## src/rtl/spi_txn_scheduler.sv

```systemverilog
// spi_txn_scheduler
// Round-robin owner of a shared SPI master datapath. Each transaction grants
// one requester and latches its mode bits and tx word. It then walks the
// IDLE -> SETUP -> TRANSFER -> DONE phases that drive the chip-select
// controller and the shift engine.
module spi_txn_scheduler #(
    parameter int NUM_REQ       = 4,
    parameter int DATA_W        = 8,
    parameter int SETUP_TIMEOUT = 15,
    parameter int HOLD_CYC      = 2
) (
    input  logic                      prescale_clk,
    input  logic                      rst,
    input  logic [NUM_REQ-1:0]        req,
    input  logic [NUM_REQ-1:0]        req_cpol,
    input  logic [NUM_REQ-1:0]        req_cpha,
    input  logic [NUM_REQ*DATA_W-1:0] req_data,
    input  logic                      start_transfer,
    input  logic                      xfer_done,
    input  logic [DATA_W-1:0]         rx_shift,
    output logic [1:0]                state,
    output logic                      cpol,
    output logic                      cpha,
    output logic [DATA_W-1:0]         tx_data,
    output logic [NUM_REQ-1:0]        grant,
    output logic [NUM_REQ-1:0]        done,
    output logic [NUM_REQ-1:0]        err,
    output logic [DATA_W-1:0]         rx_data
);

    localparam int IDX_W   = (NUM_REQ > 1) ? $clog2(NUM_REQ) : 1;
    localparam int MAX_CNT = (SETUP_TIMEOUT > HOLD_CYC) ? SETUP_TIMEOUT : HOLD_CYC;
    localparam int CNT_W   = $clog2(MAX_CNT + 1);

    // Terminal counts: the counter starts at 0 on phase entry, so the last
    // cycle of a phase lasting N cycles sees N-1.
    localparam logic [CNT_W-1:0] SETUP_LAST = CNT_W'(SETUP_TIMEOUT - 1);
    localparam logic [CNT_W-1:0] HOLD_LAST  = CNT_W'(HOLD_CYC - 1);
    localparam logic [IDX_W-1:0] LAST_IDX   = IDX_W'(NUM_REQ - 1);

    typedef enum logic [1:0] {
        ST_IDLE     = 2'b00,
        ST_SETUP    = 2'b01,
        ST_TRANSFER = 2'b10,
        ST_DONE     = 2'b11
    } phase_t;

    phase_t           phase;
    logic [CNT_W-1:0] cnt;
    logic [IDX_W-1:0] rr_ptr;
    logic [IDX_W-1:0] owner;

    logic             arb_found;
    logic [IDX_W-1:0] arb_idx;
    logic [IDX_W-1:0] arb_cand;

    assign state = phase;

    // Pick the first active request at or above the round-robin pointer, wrapping.
    always_comb begin
        // NOTE: every variable gets a default before any conditional assignment, so no latch is inferred.
        arb_found = 1'b0;
        arb_idx   = '0;
        arb_cand  = '0;
        for (int k = 0; k < NUM_REQ; k++) begin
            arb_cand = IDX_W'((int'(rr_ptr) + k) % NUM_REQ);
            if (!arb_found && req[arb_cand]) begin
                arb_found = 1'b1;
                arb_idx   = arb_cand;
            end
        end
    end

    // Transaction phase machine with registered grant, config, pulses and rx word.
    always_ff @(posedge prescale_clk or posedge rst) begin
        if (rst) begin
            phase   <= ST_IDLE;
            cnt     <= '0;
            rr_ptr  <= '0;
            owner   <= '0;
            grant   <= '0;
            done    <= '0;
            err     <= '0;
            cpol    <= 1'b0;
            cpha    <= 1'b0;
            tx_data <= '0;
            rx_data <= '0;
        end else begin
            // NOTE: non-blocking assignments throughout, so every branch reads pre-edge values.
            // done/err are cleared every edge and set only on DONE entry, giving a one-cycle pulse.
            done <= '0;
            err  <= '0;
            case (phase)
                ST_IDLE: begin
                    if (arb_found) begin
                        grant   <= NUM_REQ'(1) << arb_idx;
                        owner   <= arb_idx;
                        cpol    <= req_cpol[arb_idx];
                        cpha    <= req_cpha[arb_idx];
                        tx_data <= req_data[int'(arb_idx)*DATA_W +: DATA_W];
                        cnt     <= '0;
                        phase   <= ST_SETUP;
                    end
                end
                ST_SETUP: begin
                    // start_transfer has priority over a timeout on the same edge.
                    if (start_transfer) begin
                        cnt   <= '0;
                        phase <= ST_TRANSFER;
                    end else if (cnt == SETUP_LAST) begin
                        cnt   <= '0;
                        err   <= grant;
                        phase <= ST_DONE;
                    end else begin
                        cnt <= cnt + 1'b1;
                    end
                end
                ST_TRANSFER: begin
                    // The shift engine is trusted to finish, so there is no timeout here.
                    if (xfer_done) begin
                        rx_data <= rx_shift;
                        done    <= grant;
                        cnt     <= '0;
                        phase   <= ST_DONE;
                    end
                end
                ST_DONE: begin
                    if (cnt == HOLD_LAST) begin
                        cnt    <= '0;
                        grant  <= '0;
                        rr_ptr <= (owner == LAST_IDX) ? '0 : owner + 1'b1;
                        phase  <= ST_IDLE;
                    end else begin
                        cnt <= cnt + 1'b1;
                    end
                end
                default: phase <= ST_IDLE;
            endcase
        end
    end

endmodule

```

## config.mk

```make
export PLATFORM = sky130hd
export DESIGN_NAME = spi_txn_scheduler
export DESIGN_NICKNAME = d
export VERILOG_FILES = /design/src/rtl/spi_txn_scheduler.sv
export SDC_FILE = /design/constraint.sdc
export NUM_CORES = 1
export LEC_CHECK = 0
export CAP_MARGIN = 25
export CORE_ASPECT_RATIO = 0.7
export CORE_MARGIN = 5
export CORE_UTILIZATION = 30
export CTS_BUF_LIST = sky130_fd_sc_hd__clkbuf_4
export DETAILED_ROUTE_END_ITERATION = 8
export PLACE_DENSITY = 0.56
export SYNTH_ARGS = -nofsm -noshare
export SYNTH_HDL_FRONTEND = slang
export SYNTH_SLANG_ARGS = --single-unit
export TNS_END_PERCENT = 50
```

## constraint.sdc

```tcl
create_clock -name prescale_clk -period 3.9 [get_ports prescale_clk]
set_input_delay 0.39 -clock prescale_clk [delete_from_list [all_inputs] [get_ports prescale_clk]]
set_output_delay 0.39 -clock prescale_clk [all_outputs]
set_load 0.1 [all_outputs]
```

Yosys cells after proc, flatten, opt, wreduce, memory -nomap -nowiden

Index checks and enable logic that the tools add are counted.

Register bits after elaboration: 40
Latch bits: 0
RAM bits: 0
ROM bits: 0
Input port bits: 56
Output and inout bits: 32
Logic and storage cells: 88
Memories kept: 0

Add/subtract/negate cells: 5
Multiply operators: 0
Div/mod/pow operators: 0
$lt $le $gt $ge: 5
Eq/ne operators: 10
Shift-type cells: 2
Muxes and demuxes: 41
Bitwise gates (word level): 0
Reduce and logical (&&, ||, !) cells: 14

Operators with widths:

| operator                                                              | count |
|---|---|
| 4-bit two-way mux                                                     | 12 |
| 32-bit by 6-bit variable part select with 8-bit output                | 1 |
| 2-bit two-way mux                                                     | 10 |
| 4-bit case mux with 4 select lines                                    | 1 |
| 2-bit by 3-bit < comparator with 1-bit output (second input constant) | 5 |
| 1-bit binary-select mux with 2-bit select                             | 6 |
| 1-bit two-way mux                                                     | 10 |
| 2-bit case mux with 4 select lines                                    | 1 |
| 4-bit case mux with 2 select lines                                    | 1 |
| 2-bit AND reduction                                                   | 4 |
| 2-bit == test (second input constant)                                 | 3 |
| 2-bit inequality test (second input constant)                         | 3 |
| 2-bit by 1-bit adder with 2-bit output (second input constant)        | 2 |
| 2-bit adder (second input constant)                                   | 2 |
| 4-bit by 1-bit adder with 4-bit output (second input constant)        | 1 |
| 4-bit by 1-bit == test with 1-bit output (second input constant)      | 1 |
| 4-bit == test (second input constant)                                 | 1 |
| 4-bit AND reduction                                                   | 1 |
| 1-bit by 2-bit left shift with 4-bit output (first input constant)    | 1 |
| 1-bit logical AND                                                     | 3 |
| 1-bit logical NOT                                                     | 3 |
| 3-bit inequality test (second input constant)                         | 1 |
| 3-bit AND reduction                                                   | 1 |
| 2-bit by 1-bit == test with 1-bit output (second input constant)      | 1 |
| other kinds (2)                                                       | 2 |

Longest topological paths before layout

Gate-level depths: netlist of the first run.

Depth after elaboration: 15
Mapped depth: 7

Worst setup path after synthesis of the first run

No wires, ideal clock.

Path kind: reg-to-reg
Start point: reg phase[0], in the netlist state[0]
End point: reg phase[0], in the netlist state[0]
Library setup time: 0.164 ns
Arrival time: 2.285 ns
Setup slack: 1.451 ns
Stages on the path, launching flop included: 8
Period minus slack after synthesis: 2.449 ns
Cells stage by stage: dfrtp_1 -> inv_1 -> ha_1 -> a22o_1 -> buf_2 -> o21bai_2 -> o31ai_1 -> o31ai_1

Word-level cells in the longest chain between the ends: 3
Elaborated cells on any way between the ends: 10
Those cells by class: 7 x eq/ne; 1 x mux; 2 x reduce/logical

RTL lines:

| item                                                                     | line | RTL |
|---|---|---|
| from (decl)                                                              | 48   | `phase_t phase;` |
| from (signal assigned)                                                   | 77   | `phase <= ST_IDLE;` |
| from (signal assigned)                                                   | 102  | `phase <= ST_SETUP;` |
| from (signal assigned)                                                   | 109  | `phase <= ST_TRANSFER;` |
| 2-bit by 1-bit == test with 1-bit output (tied with other cells)         | 93   | `case (phase)` |
| 3-bit inequality test (no line) or 2-bit inequality test (tied branches) | -    |  |
| 4-bit AND reduction (no line)                                            | -    |  |

Several ways; a longest one is shown, not always the timed one.
A chain may end at the register's enable or synchronous reset.

Worst setup path in the final report of the first run

Start point: reg phase[0], in the netlist state[0]
End point: reg grant[2]

Word-level cells in the longest chain between the ends: 3
Elaborated cells on any way between the ends: 7
Those cells by class: 3 x eq/ne; 1 x mux; 3 x reduce/logical

RTL lines:

| item                                                                  | line | RTL |
|---|---|---|
| 2-bit == test or 2-bit logical NOT (tied branches)                    | 93   |  |
| 2-bit inequality test (no line) or 2-bit nonzero test (tied branches) | -    |  |
| 3-bit AND reduction (no line)                                         | -    |  |
| to (signal assigned)                                                  | 96   | `grant <= NUM_REQ'(1) << arb_idx;` |
| to (decl)                                                             | 25   | `output logic [NUM_REQ-1:0] grant,` |

Several ways; a longest one is shown, not always the timed one.

==> impl_metrics.json, run 1 <==
{
  "power.internal_mw": 1.29,
  "cp-startpoint": "state[0]",
  "skew_ns": 0.0110,
  "cts_tree": "built",
  "clockBufferDepth": 2,
  "min_period_ns": 2.49,
  "cts_hold_buffers": 0,
  "yosysUniqueCellTypes": 42,
  "cts_sinks": 40,
  "clkSlewWorstSetupHoldPaths_ns": 0.12,
  "comb_power_share": 0.676,
  "path_max_fanout": 13,
  "antenna_found_initial": 0,
  "cp.required_ns": 4.19,
  "dp_hpwl_um": 4360,
  "syn_nets": 247,
  "drt-initial-drc-count": 56,
  "stdcell_count": 371,
  "dieArea_mm2": 0.00945,
  "syn_inst": 185,
  "min_period_over_period": 0.640,
  "switching_share": 0.566,
  "setup_viol": 0,
  "power.density_mw_per_mm2": 901,
  "grt_max_degree": 41,
  "grt_pass1_wl_um": 9400,
  "first_pass_iters": 4,
  "fmax_ghz": 0.401,
  "synth-seq-cells": 40,
  "tns_ns": 0,
  "hold_path.class": "input port to asynchronous set/reset pin",
  "drtAntennaViolNets": 0,
  "ys_seq_area_frac": 0.440,
  "io_buffer_count": 87,
  "slew_violations": 0,
  "start_util": 0.309,
  "p_leak_nw": 1.37,
  "drive_gt1_frac": 0.165,
  "whs_ns": 0.461,
  "crit_path_start_kind": "register",
  "syn_avg_cell_area_um2": 12.3,
  "grt_setup_unrepaired": "false",
  "grt_pass1_vias": 1791,
  "cts_buffers": 5,
  "std_cell_rows": 26,
  "netlist.area_leader.share": 0.440,
  "fin_util": 0.447,
  "overflow": 0,
  "via_per_inst": 4.66,
  "yosysWarnings": 0,
  "syn2layout_area_growth_pct": 44.6,
  "status": "finished clean",
  "nNetsFinal": 334,
  "hold_viol_final": 0,
  "cts_resized": 0,
  "synth_area_leaders": "dfrtp_1 44%, a2111oi_4 8.5%, a211oi_2 5.5%",
  "critPathCapture": "grant[2]",
  "syn_area_mm2": 0.00227,
  "htreeDepth": 2,
  "cts_root_buf": "clkbuf_4",
  "maxCapViolCount": 0,
  "cp_data_arrival_time_ns": 2.78,
  "clk_latency_ns": 0.34,
  "clockPowerShare": 0.092,
  "synth_top_area_cell": "dfrtp_1",
  "seqPwrFrac": 0.232,
  "reg2regPathDepth": 5,
  "die_w_um": 114,
  "cts_setup_buffers": 0,
  "ys_async_sr_fraction": 1.00,
  "ioPinCount": 88,
  "tightest_slew_ns": 0.997,
  "grt_use_total": 0.124,
  "drc": 0,
  "wire_per_inst_um": 15.6,
  "die_height_um": 82.8,
  "synth_edf_count": 0,
  "rr_endpoint": "grant[2]",
  "switching_power_mw": 1.68,
  "reg2reg_from": "state[0]",
  "place_inst": 363,
  "cp-end-kind": "register",
  "path_class": "register to register",
  "slew_headroom": 0.333,
  "peakVddDrop_v": 0.000451,
  "via_count": 1728,
  "gp_congestion": 0.726,
  "synth_flop_cell": "dfrtp_1",
  "rrSetupSlack_ns": 1.41,
  "core_mm2": 0.00735,
  "wl_um": 5780,
  "antenna_cells": 0
}
[layout by cell type, fill, tap and decap left out, drive strengths merged, types with 5 or more instances in the layout]
master,instances
a2111oi,10
a211oi,10
and2,6
and3,14
clkbuf,5
clkdlybuf4s50,87
dfrtp,40
ha,6
inv,6
mux2,11
mux2i,12
nand2,10
nor2,14
[registers in the layout, indices dropped and copies added, names as in the netlist, 2 cells and up]
register / flops
cnt: 4
done: 4
err: 4
grant: 4
owner: 2
rr_ptr: 2
rx_data: 8
state: 2
tx_data: 8
[final cells by class]
class	count	area (µm²)
fillers	731	4060
well taps	98	123
clock buffers	5	37.5
inverters	7	26.3
repair buffers	89	886
multi-input cells	129	1170
flip-flops and latches	40	1000
clock inverters	3	42.5
[power groups by stage]
stage	registers [mW]	clock network [mW]	logic, mW
after floorplan	1.57	0	0.695
after global placement	0.695	0	2.01
after detailed placement	0.699	0	2.02
after CTS	0.690	0.288	2.02
after global routing	0.713	0.300	2.11
final	0.688	0.272	2.00
[per-layer routing]
layer,track usage,routed length (µm),up-vias
met5,0,0,-
met4,0.0421,70,0
met3,0.0305,368,4
met2,0.176,2400,50
met1,0.182,2940,811
li1,-,-,863
[worst min path at each step]
stage | end | slack (ns)
2_1_floorplan | owner[1] | 0.45
3_3_place_gp | rr_ptr[0] | 0.48
3_5_place_dp | owner[1] | 0.48
4_1_cts | tx_data[0] | 0.46
5_1_grt | err[1] | 0.50
6_report | err[0] | 0.46
[cells by family after synthesis]
| logic type | count (synthesis) | share of synthesized area |
|---|---|---|
| and+or+nand+nor | 56 | 0.137 |
| AOI/OAI and AO/OA | 44 | 0.238 |
| DFF | 40 | 0.440 |
| muxes | 23 | 0.107 |
| buffers and inverters | 16 | 0.0440 |
| adders and majority gates | 6 | 0.0330 |
[worst max-delay path, stage by stage (launching register included)]
cell     delay [ns]
dfrtp_1        0.47
inv_1          0.15
ha_1           0.23
nor2b_1        0.67
and2_1         0.68
a32o_1         0.26
[through the flow]
| step | worst slack (ns) | area [µm²] | total power, mW |
|---|---|---|---|
| 3_3_place_gp | 1.22 | 3210 | 2.70 |
| 4_1_cts | 1.34 | 3290 | 3.00 |
| 5_1_grt | 1.19 | 3290 | 3.12 |
| 6_report | 1.41 | 3290 | 2.96 |
| 3_5_place_dp | 1.15 | 3210 | 2.71 |
| 2_1_floorplan | 1.45 | 2270 | 2.27 |
[Yosys cell counts, types with 2 or more instances]
cell type  instances
a2111oi_4          7
dfrtp_1           40
and3_1            14
ha_1               6
inv_1              6
a2111oi_2          2
a22o_1             4
buf_2              4
a21oi_1            3
o31ai_1            4
and2_1             6
nor2_1            14
mux2_2            10
mux2i_1           12
nor2b_1            3
buf_6              2
a32o_1             2
a211oi_2          10
nor3_1             2
nand2_1            8
o21ai_0            3
a21o_1             3
(Power assumes the default switching activity.)
==> inputs of run 2 (changes only) <==
Clock period 3.9 ns to 2.3 ns, I/O delays scaled along.
==> run 2 against run 1 <==
Clock power is 77% higher. Non-clock buffer count is 10 higher. Count of clock-buffer cells in the layout stayed put. Critical path depth stayed put. First-iteration DRC count is 16% higher. Core utilization is 0.31 points higher. Sequential share of layout area is 0.13 points lower. Routed wire length is 2.7% higher. Critical endpoint is now cpol. Register-to-register slack worse by 1.1 ns. Highest routed layer unchanged. Via count is 2.6% higher.
==> impl_metrics.json, run 2 (synthesized netlist as in run 1, its figures left out) <==
{
  "status": "finished clean",
  "slowest_delay_ns": 0.54,
  "via_count": 1773,
  "layout_setup_ws_ns": 0.349,
  "p_leak_nw": 1.47,
  "drtAntennaViolNets": 0,
  "cp.depth": 5,
  "syn2layout_area_growth_pct": 45.6,
  "tns_ns": 0,
  "via_per_inst": 4.65,
  "cts_tree": "built",
  "grt_max_degree": 41,
  "final_cell_mix": "55 x clkdlybuf4s50_1, 42 x buf_4, 38 x dfrtp_1",
  "final_area_mm2": 0.00331,
  "layout_commonest_cell": "clkdlybuf4s50_1",
  "dpl-instance-area_mm2": 0.00323,
  "tightest_slew_ns": 0.559,
  "comb_power_share": 0.678,
  "cts_setup_buffers": 0,
  "grt_pass1_wl_um": 9830,
  "cts_hold_buffers": 0,
  "first_pass_iters": 4,
  "wire_per_inst_um": 15.6,
  "path_max_fanout": 6,
  "drt-initial-drc-count": 65,
  "clkSlewWorstSetupHoldPaths_ns": 0.13,
  "path_cells": "inv_1, ha_1, or2b_2, a2111oi_0, a211oi_2",
  "min_period_over_period": 0.848,
  "path_class": "register to register",
  "cp-end-kind": "register",
  "slew_headroom": 0.618,
  "wl_um": 5940,
  "switching_power_mw": 2.89,
  "peakVddDrop_v": 0.000708,
  "crit_family": "compound AO/OA/AOI/OAI gates",
  "core_mm2": 0.00735,
  "dp_hpwl_um": 4580,
  "whs_ns": 0.282,
  "seqPwrFrac": 0.228,
  "skew_ns": 0.0120,
  "drc": 0,
  "dpl_worst_slack_ns": 0.129,
  "grt_setup_unrepaired": "false",
  "antenna_cells": 0,
  "cts_sinks": 40,
  "largestRegisters": "rx_data (8), tx_data (8)",
  "power.internal_mw": 2.23,
  "nNetsFinal": 344,
  "hold_path.class": "input port to asynchronous set/reset pin",
  "fmax_ghz": 0.513,
  "min_period_ns": 1.95,
  "clk_latency_ns": 0.36,
  "overflow": 0,
  "std_cell_rows": 26,
  "cts_buffers": 5,
  "dieArea_mm2": 0.00945,
  "io_buffer_count": 87,
  "antenna_found_initial": 0,
  "cts_root_buf": "clkbuf_4",
  "crit_path_start_kind": "register",
  "drive_gt1_frac": 0.314,
  "gp_congestion": 0.759,
  "stdcell_count": 381,
  "switching_share": 0.565,
  "slew_violations": 0,
  "grt_use_total": 0.127,
  "cp.required_ns": 2.53,
  "maxCapViolCount": 0,
  "clockPowerShare": 0.094,
  "power.density_mw_per_mm2": 1550,
  "hold_viol_final": 0,
  "power_mw": 5.12,
  "grt_pass1_vias": 1871,
  "cp_data_arrival_time_ns": 2.18,
  "clockBufferDepth": 2,
  "ioPinCount": 88,
  "htreeDepth": 2,
  "cp_slowest_cell": "a2111oi_0",
  "reg2regPathDepth": 5,
  "start_util": 0.309,
  "place_inst": 373,
  "fin_util": 0.450,
  "setup_viol": 0,
  "die_w_um": 114,
  "cts_resized": 0,
  "cp_num_buf_inv": 1,
  "die_height_um": 82.8
}
==> run 2: final timing paths <==
kind	startpoint	to	slack, ns
worst max-delay path	state[0]	cpol	0.35
worst min-delay path	rst	tx_data[2]	0.28
worst max register to register	state[0]	cpol	0.35
worst min register to register	owner[1]	owner[1]	0.51
max in group asynchronous	rst	state[0]	1.61
min in group prescale_clk	rx_shift[1]	rx_data[1]	0.47
==> run 2: tightest hold or removal path, delay by kind of cell <==
| family | cells | cell delay (ns) |
|---|---|---|
| buffers and inverters | 3 | 0.88 |
==> run 2: power by group through the flow <==
stage | clock (mW) | sequential, mW | combinational (mW)
final | 0.482 | 1.17 | 3.47
after global routing | 0.524 | 1.21 | 3.65
after CTS | 0.498 | 1.17 | 3.50
after detailed placement | 0 | 1.18 | 3.49
after global placement | 0 | 1.18 | 3.47
after floorplan | 0 | 2.67 | 1.18
==> run 2: cell type report <==
type,instances,area [µm²]
clock buffer,5,37.5
clock inverter,3,42.5
fill,707,4040
inverter,7,26.3
multi-input combinational,129,1170
sequential,40,1000
tap,98,123
timing repair buffer,99,906
==> run 2: layer usage <==
layer  share of wire  GRT usage  vias to the layer above  wire length, µm
met4           0.013     0.0356                        0               80
met5               0          0                        -                0
li1                -          -                      883                -
met2            0.42      0.187                       55             2490
met1            0.50      0.186                      828             2980
met3           0.065     0.0305                        7              384
==> inputs of run 3 (changes only) <==
Clock period 2.3 ns to 2 ns, I/O delays scaled along.
==> run 3 against run 2 <==
Worst setup slack got worse by 0.23 ns. Count of clock-buffer cells in the layout did not move. Clock skew fell by 0.0069 ns. Register-to-register slack got worse by 0.23 ns. First-iteration DRC count decreased by 32%. Critical path depth did not move. Sequential share of layout area down 0.077 points. Final area grew 0.76%. Worst hold slack gained 0.0043 ns. Non-clock buffer count rose by 5. Die area is the same. Global-route usage is 0.49 points lower. Critical path type unchanged. Largest power group unchanged.
==> impl_metrics.json, run 3 (synthesized netlist as in run 1, its figures left out) <==
{
  "via_count": 1774,
  "wire_per_inst_um": 15.0,
  "final_cell_mix": "55 x clkdlybuf4s50_1, 46 x buf_4, 38 x dfrtp_1",
  "whs_ns": 0.286,
  "dpl-instance-area_mm2": 0.00329,
  "slew_headroom": 0.660,
  "seqPwrFrac": 0.232,
  "grt_use_total": 0.123,
  "cts_sinks": 40,
  "clockPowerShare": 0.068,
  "path_class": "register to register",
  "switching_power_mw": 3.31,
  "hold_path.class": "input port to asynchronous set/reset pin",
  "cts_resized": 0,
  "first_pass_iters": 4,
  "nNetsFinal": 349,
  "peakVddDrop_v": 0.000942,
  "grtUsageMet3": 0.0283,
  "cp.required_ns": 2.21,
  "io_buffer_count": 87,
  "die_height_um": 82.8,
  "htreeDepth": 2,
  "stdcell_count": 385,
  "power.internal_mw": 2.50,
  "cts_tree": "built",
  "antenna_found_initial": 0,
  "hold_viol_final": 0,
  "place_inst": 378,
  "clk_latency_ns": 0.34,
  "path_max_fanout": 6,
  "setup_viol": 0,
  "dp_hpwl_um": 4530,
  "grt_setup_unrepaired": "false",
  "power.density_mw_per_mm2": 1740,
  "die_w_um": 114,
  "fin_util": 0.454,
  "grt_pass1_wl_um": 9390,
  "via_per_inst": 4.61,
  "start_util": 0.309,
  "drc": 0,
  "gr-max-usage-layer": "met1",
  "min_period_ns": 1.88,
  "ioPinCount": 88,
  "skew_ns": 0.00509,
  "tightest_slew_ns": 0.498,
  "std_cell_rows": 26,
  "grt_max_degree": 41,
  "maxCapViolCount": 0,
  "clockBufferDepth": 2,
  "drtAntennaViolNets": 0,
  "status": "finished clean",
  "cp_data_arrival_time_ns": 2.09,
  "dpl_worst_slack_ns": -0.0212,
  "grt_pass1_vias": 1819,
  "cts_buffers": 5,
  "antenna_cells": 0,
  "drive_gt1_frac": 0.328,
  "syn2layout_area_growth_pct": 46.7,
  "min_period_over_period": 0.939,
  "final_area_mm2": 0.00334,
  "drt-initial-drc-count": 44,
  "switching_share": 0.570,
  "comb_power_share": 0.699,
  "fmax_ghz": 0.532,
  "layout_commonest_cell": "clkdlybuf4s50_1",
  "core_mm2": 0.00735,
  "layout_setup_ws_ns": 0.122,
  "wl_um": 5760,
  "cts_root_buf": "clkbuf_4",
  "grt_use_met2": 0.171,
  "largestRegisters": "rx_data (8), tx_data (8)",
  "slew_violations": 0,
  "use_met1": 0.189,
  "cts_setup_buffers": 0,
  "p_leak_nw": 1.48,
  "overflow": 0,
  "crit_path_start_kind": "register",
  "cts_hold_buffers": 0,
  "dieArea_mm2": 0.00945,
  "gp_congestion": 0.771,
  "clkSlewWorstSetupHoldPaths_ns": 0.12,
  "cp-end-kind": "register"
}
run 3: per-stage QoR:
step / power [mW] / TNS [ns]
global placement: 5.45 / -0.0109
finish: 5.81 / 0
global route: 6.15 / 0
detailed placement: 5.46 / -0.0547
CTS: 5.88 / 0
floorplan: 4.44 / 0
run 3: final cells by class:
| class | count | area, µm² |
|---|---|---|
| fillers | 722 | 4020 |
| well taps | 98 | 123 |
| multi-input cells | 129 | 1170 |
| inverters | 7 | 26.3 |
| flip-flops and latches | 40 | 1010 |
| repair buffers | 104 | 956 |
| clock buffers | 5 | 37.5 |
| clock inverters | 2 | 12.5 |
run 3: layer usage:
| metal | share of wire | wire, µm | vias up |
|---|---|---|---|
| met4 | 0.0071 | 41 | 0 |
| met2 | 0.41 | 2340 | 59 |
| met5 | 0 | 0 | - |
| met1 | 0.52 | 2980 | 818 |
| met3 | 0.069 | 396 | 5 |
| li1 | - | - | 892 |
run 3: final timing paths:
check	depth (start not counted)	slack (ns)	end	startpoint
max reg2reg	5	0.12	cpol	state[0]
max in group asynchronous	3	1.31	state[1]	rst
min in group prescale_clk	2	0.47	rx_data[0]	rx_shift[0]
max	5	0.12	cpol	state[0]
min reg2reg	1	0.51	rr_ptr[0]	owner[0]
min	3	0.29	rx_data[1]	rst
run 3: critical path: stages, from the launching register on:
cell       delay [ns]
dfrtp_4          0.53
inv_1            0.11
ha_1             0.17
or2b_2           0.38
a2111oi_0        0.49
a211oi_2         0.07
run 3: power by group through the flow:
| stage | registers, mW | logic, mW | clock network, mW |
|---|---|---|---|
| after floorplan | 3.09 | 1.35 | 0 |
| after global placement | 1.36 | 4.09 | 0 |
| after detailed placement | 1.37 | 4.09 | 0 |
| after CTS | 1.35 | 4.10 | 0.428 |
| after global routing | 1.40 | 4.29 | 0.458 |
| final | 1.35 | 4.06 | 0.396 |
